--- config.mk ---
export PLATFORM = sky130hd
export DESIGN_NAME = fir_mac
export DESIGN_NICKNAME = d
export VERILOG_FILES = /design/src/rtl/fir_pkg.sv /design/src/rtl/fir_round_sat.sv /design/src/rtl/fir_mac.sv
export SDC_FILE = /design/constraint.sdc
export NUM_CORES = 1
export LEC_CHECK = 0
export ABC_AREA = 1
export CAP_MARGIN = 20
export CORE_ASPECT_RATIO = 1.1
export CORE_MARGIN = 5
export CORE_UTILIZATION = 45
export CTS_BUF_LIST = sky130_fd_sc_hd__clkbuf_8 sky130_fd_sc_hd__clkbuf_16
export DETAILED_ROUTE_END_ITERATION = 10
export PLACE_DENSITY = 0.72
export SYNTH_ARGS = -nofsm -noshare
export SYNTH_HDL_FRONTEND = slang
export SYNTH_SLANG_ARGS = --single-unit
--- constraint.sdc ---
create_clock -name clk -period 20.6 [get_ports clk]
set_clock_uncertainty 0.2 [all_clocks]
set_input_delay 3.09 -clock clk [delete_from_list [all_inputs] [get_ports clk]]
set_output_delay 3.09 -clock clk [all_outputs]
set_load 0.02 [all_outputs]
--- src/rtl/fir_pkg.sv ---
// rtl/fir_pkg.sv - shared constants, types and state encoding for the FIR MAC sequencer
//
// Purpose : single source of widths and types used by fir_mac and fir_round_sat.
// Contents: TAPS/ADDR_W/DATA_W/COEF_W/ACC_W/FRAC constants, sample_t, coef_t,
//           acc_t, prod_t typedefs and the mac_state_t sequencer states.
package fir_pkg;

   localparam int TAPS   = 32;
   localparam int ADDR_W = 5;
   localparam int DATA_W = 16;
   localparam int COEF_W = 16;
   localparam int PROD_W = DATA_W + COEF_W;
   // Wide enough for TAPS full-scale products, so the running sum never wraps.
   localparam int ACC_W  = DATA_W + COEF_W + ADDR_W;
   localparam int FRAC   = 15;

   typedef logic signed [DATA_W-1:0] sample_t;
   typedef logic signed [COEF_W-1:0] coef_t;
   typedef logic signed [PROD_W-1:0] prod_t;
   typedef logic signed [ACC_W-1:0]  acc_t;

   typedef enum logic [1:0] {
      IDLE  = 2'd0,
      MAC   = 2'd1,
      FLUSH = 2'd2,
      DONE  = 2'd3
   } mac_state_t;

endpackage

--- src/rtl/fir_round_sat.sv ---
// rtl/fir_round_sat.sv - round-half-up and Q15 saturation of the MAC accumulator
//
// Purpose : converts the wide accumulator into one Q15 output sample.
// Ports   : i_acc    in  ACC_W   signed accumulator value
//           o_result out DATA_W  rounded, saturated sample
//           o_sat    out 1       result was clamped to the Q15 range
module fir_round_sat
   import fir_pkg::*;
(
   input  acc_t    i_acc,
   output sample_t o_result,
   output logic    o_sat
);

   localparam acc_t ROUND_BIAS = acc_t'(1) <<< (FRAC - 1);
   localparam acc_t MAX_V      = acc_t'((2 ** (DATA_W - 1)) - 1);
   localparam acc_t MIN_V      = acc_t'(-(2 ** (DATA_W - 1)));

   acc_t w_biased;
   acc_t w_shifted;

   // Bias plus arithmetic shift gives round-half-up for both signs; the bias
   // cannot overflow because the accumulator has headroom above TAPS products.
   assign w_biased  = i_acc + ROUND_BIAS;
   assign w_shifted = w_biased >>> FRAC;

   always_comb begin
      o_sat    = 1'b0;
      o_result = w_shifted[DATA_W-1:0];
      if (w_shifted > MAX_V) begin
         o_sat    = 1'b1;
         o_result = {1'b0, {(DATA_W-1){1'b1}}};
      end else if (w_shifted < MIN_V) begin
         o_sat    = 1'b1;
         o_result = {1'b1, {(DATA_W-1){1'b0}}};
      end
   end

endmodule

--- src/rtl/fir_mac.sv ---
// rtl/fir_mac.sv - tap-serial multiply-accumulate sequencer for the FIR datapath
//
// Purpose : on start, walks taps 0..TAPS-1, accumulates sample*coef and emits a
//           rounded, saturated Q15 result with a one-cycle valid pulse.
// Ports   : clk          in  1       rising-edge clock
//           rst          in  1       synchronous active-high reset
//           start        in  1       request one output sample (ignored while busy)
//           probka_in    in  DATA_W  delayed sample at adres (combinational read)
//           coef_in      in  COEF_W  coefficient at adres (combinational read)
//           adres        out ADDR_W  tap index to shift register and coefficient memory
//           busy         out 1       computation in progress
//           wynik        out DATA_W  rounded/saturated result, held until next DONE
//           wynik_valid  out 1       one-cycle pulse marking a new wynik
//           overflow     out 1       wynik was saturated
module fir_mac
   import fir_pkg::*;
(
   input  logic                     clk,
   input  logic                     rst,
   input  logic                     start,
   input  logic signed [DATA_W-1:0] probka_in,
   input  logic signed [COEF_W-1:0] coef_in,
   output logic        [ADDR_W-1:0] adres,
   output logic                     busy,
   output logic signed [DATA_W-1:0] wynik,
   output logic                     wynik_valid,
   output logic                     overflow
);

   localparam logic [ADDR_W-1:0] LAST_TAP = ADDR_W'(TAPS - 1);

   mac_state_t        r_state;
   logic [ADDR_W-1:0] r_cnt;
   acc_t              r_acc;
   prod_t             r_p;
   sample_t           r_wynik;
   logic              r_valid;
   logic              r_ovf;

   prod_t   w_prod;
   acc_t    w_p_ext;
   sample_t w_round;
   logic    w_sat;

   assign w_prod  = prod_t'(probka_in) * prod_t'(coef_in);
   assign w_p_ext = acc_t'(r_p);

   fir_round_sat u_round_sat (
      .i_acc    (r_acc),
      .o_result (w_round),
      .o_sat    (w_sat)
   );

   assign adres       = (r_state == MAC) ? r_cnt : '0;
   assign busy        = (r_state != IDLE);
   assign wynik       = r_wynik;
   assign wynik_valid = r_valid;
   assign overflow    = r_ovf;

   always_ff @(posedge clk) begin
      if (rst) begin
         r_state <= IDLE;
         r_cnt   <= '0;
         r_acc   <= '0;
         r_p     <= '0;
         r_wynik <= '0;
         r_valid <= 1'b0;
         r_ovf   <= 1'b0;
      end else begin
         r_valid <= 1'b0;
         case (r_state)
            IDLE: begin
               if (start) begin
                  r_acc   <= '0;
                  r_cnt   <= '0;
                  r_state <= MAC;
               end
            end
            MAC: begin
               // The product is registered, so the sum lags the address by one
               // cycle: tap 0's product is first added while tap 1 is read.
               r_p <= w_prod;
               if (r_cnt != '0) begin
                  r_acc <= r_acc + w_p_ext;
               end
               if (r_cnt == LAST_TAP) begin
                  r_state <= FLUSH;
               end else begin
                  r_cnt <= r_cnt + ADDR_W'(1);
               end
            end
            FLUSH: begin
               r_acc   <= r_acc + w_p_ext;
               r_state <= DONE;
            end
            DONE: begin
               r_wynik <= w_round;
               r_ovf   <= w_sat;
               r_valid <= 1'b1;
               r_state <= IDLE;
            end
            default: begin
               r_state <= IDLE;
            end
         endcase
      end
   end

endmodule

==> flow_summary.json <==
{
  "dp.final_hpwl_mm": 37.34,
  "ys_types": 42,
  "root_buffer": "clkbuf_16",
  "crit_fanout": 16,
  "rsz0062_at_grt": "false",
  "die_w_um": 196.8,
  "stdcell_area_um2": 18490,
  "ctsResizeCount": 0,
  "synth_top_cell_area_share": 0.3047,
  "synth_edf_count": 0,
  "coreArea_um2": 38100,
  "fin_crit_ns": 9.665,
  "tightestPinTransition_ns": 0.9377,
  "cts_sinks": 94,
  "vias_per_cell": 5.058,
  "antenna_found_initial": 0,
  "initial_core_util": 0.4535,
  "clk_path_buf_depth": 2,
  "ys_seq_area_frac": 0.1089,
  "final_common_cell": "inv_1",
  "critPathKind": "input pin to flop",
  "dp_slack_ns": 10.60,
  "grt_pass1_wl_mm": 75.20,
  "drt_iter0_markers": 894,
  "numCtsBuffers": 9,
  "grt_usage": 0.2134,
  "placement.io_buffers": 58,
  "ys.flop_type": "dfxtp_1",
  "slew_headroom": 0.3748,
  "holdCritPathClass": "flop to flop",
  "syn_inst": 2473,
  "async_reset_ff_frac": 0,
  "cap_violations": 0,
  "place_congestion": 0.9741,
  "syn_area_per_cell_um2": 6.987,
  "synth_area_leaders": "fa_1 30%, inv_1 14%, nand2_1 12%, dfxtp_1 11%, ha_1 9.2%",
  "clk_pin_slew_ns": 0.08,
  "hold_violations": 0,
  "cp.arrival_ns": 9.76,
  "grt_start_max_net_pins": 79,
  "dpl_cell_area_um2": 18180,
  "synth_nets": 2898,
  "yosys.area.top_type": "fa_1",
  "ys_warn_count": 0,
  "post_cts_buffers": 0,
  "finalCritPeriodShare": 0.4692,
  "timing.rr.start": "r_state[1]$_SDFFE_PP0P_",
  "grt_pass1_vias": 15430,
  "end_kind": "flop",
  "setup_viol": 0,
  "clkLatencyLatePin_ns": 0.36,
  "setup_ws_ns": 10.94,
  "fin_tns_setup_ns": 0,
  "drv_slew": 0,
  "finalNetCount": 2885,
  "grt_overflow": 0,
  "vias": 15000,
  "max_freq_mhz": 103.5,
  "required_ns": 20.70,
  "area_growth_pct": 6.996,
  "mostFrequentLayoutCells": "639 x inv_1, 545 x nand2_1, 263 x fa_1",
  "cts_tree": "yes",
  "start_kind": "input pin",
  "die_h_um": 215.5,
  "dr.pass1.iters": 5,
  "drtAntennaViolNets": 0,
  "drc": 0,
  "cts_max_level": 3,
  "wl_per_cell_um": 15.07,
  "drive_above_1_share": 0.02394,
  "hold_buffers": 0,
  "startpoint": "coef_in[1]",
  "diodes": 0,
  "dieArea_um2": 42420,
  "hp-start": "wynik[15]$_SDFFE_PP0P_",
  "routed_wl_mm": 44.69,
  "rows": 75,
  "run_status": "completed",
  "syn_area_um2": 17280,
  "ios": 59,
  "ys_ff_latch": 94
}
[cell families after synthesis]
kind of cell | Yosys count | share of synthesized area
buffers and inverters | 728 | 0.1590
flip-flops | 94 | 0.1089
XOR/XNOR | 41 | 0.02078
AO/OA/AOI/OAI | 296 | 0.09378
AND/OR/NAND/NOR | 924 | 0.2209
adder cells (fa/ha/maj) | 390 | 0.3967
[registers in the layout, indices dropped and copies added (netlist names)]
| register | count |
|---|---|
| r_state | 2 |
| wynik_valid | 1 |
| r_cnt | 5 |
| wynik | 16 |
| overflow | 1 |
| r_p | 32 |
| r_acc | 37 |
[layer usage]
metal,share of wire,vias to the layer above,global-route usage
met2,0.50,382,0.3832
met1,0.43,7172,0.2715
met5,0,-,0
met4,0.028,0,0.06334
li1,-,7349,-
met3,0.043,94,0.02152
[cell type report]
type | count | area, µm²
flip-flops and latches | 94 | 1882
inverters | 644 | 2427
multi-input cells | 1651 | 12650
clock inverters | 7 | 83.83
repair buffers | 60 | 590.6
well taps | 500 | 625.6
clock buffers | 9 | 225.2
fillers | 3852 | 19610
[stage by stage]
stage | hold slack (ns) | util | instances
after global placement | 0.2572 | 0.4771 | 2949
final | 0.2727 | 0.4852 | 2965
after CTS | 0.2735 | 0.4852 | 2965
after detailed placement | 0.2627 | 0.4771 | 2949
after global routing | 0.2884 | 0.4852 | 2965
after floorplan | 0.2497 | - | 2473
[critical path, cell delays in order]
cell and delay (ns):
clkdlybuf4s50_1 0.81, nand2_1 0.30, inv_1 0.12, fa_1 0.63, inv_1 0.17, fa_1 0.55
inv_1 0.05, fa_1 0.51, fa_1 0.44, fa_1 0.54, inv_1 0.05, fa_1 0.52
inv_1 0.04, ha_1 0.37, nand2_1 0.15, nor2_1 0.21, inv_1 0.09, nor2_1 0.28
nand4_1 0.24, a31o_2 0.30, nand3_1 0.10, o211ai_1 0.11, inv_1 0.08
[synthesized netlist by cell type (12+ instances only)]
library cell	count
nor3_1	22
nand2_1	545
nand4_1	23
nor2_1	217
nand3_1	80
clkbuf_1	79
a21oi_1	126
ha_1	127
o21ai_0	103
a31oi_1	19
xor2_1	29
fa_1	263
dfxtp_1	94
xnor2_1	12
inv_1	639
[final timing paths]
| check | to | slack (ns) | cells after the start |
|---|---|---|---|
| worst max-delay path | r_p[22]$_SDFFE_PP0P_ | 10.94 | 23 |
| worst min-delay path | wynik[15]$_SDFFE_PP0P_ | 0.27 | 2 |
| worst max register to register | r_acc[36]$_SDFFE_PP0P_ | 16.53 | 10 |
| worst min register to register | wynik[15]$_SDFFE_PP0P_ | 0.27 | 2 |
Power is not shown: default switching activity piles up to over one toggle a cycle in this logic, so the estimate is an artifact.
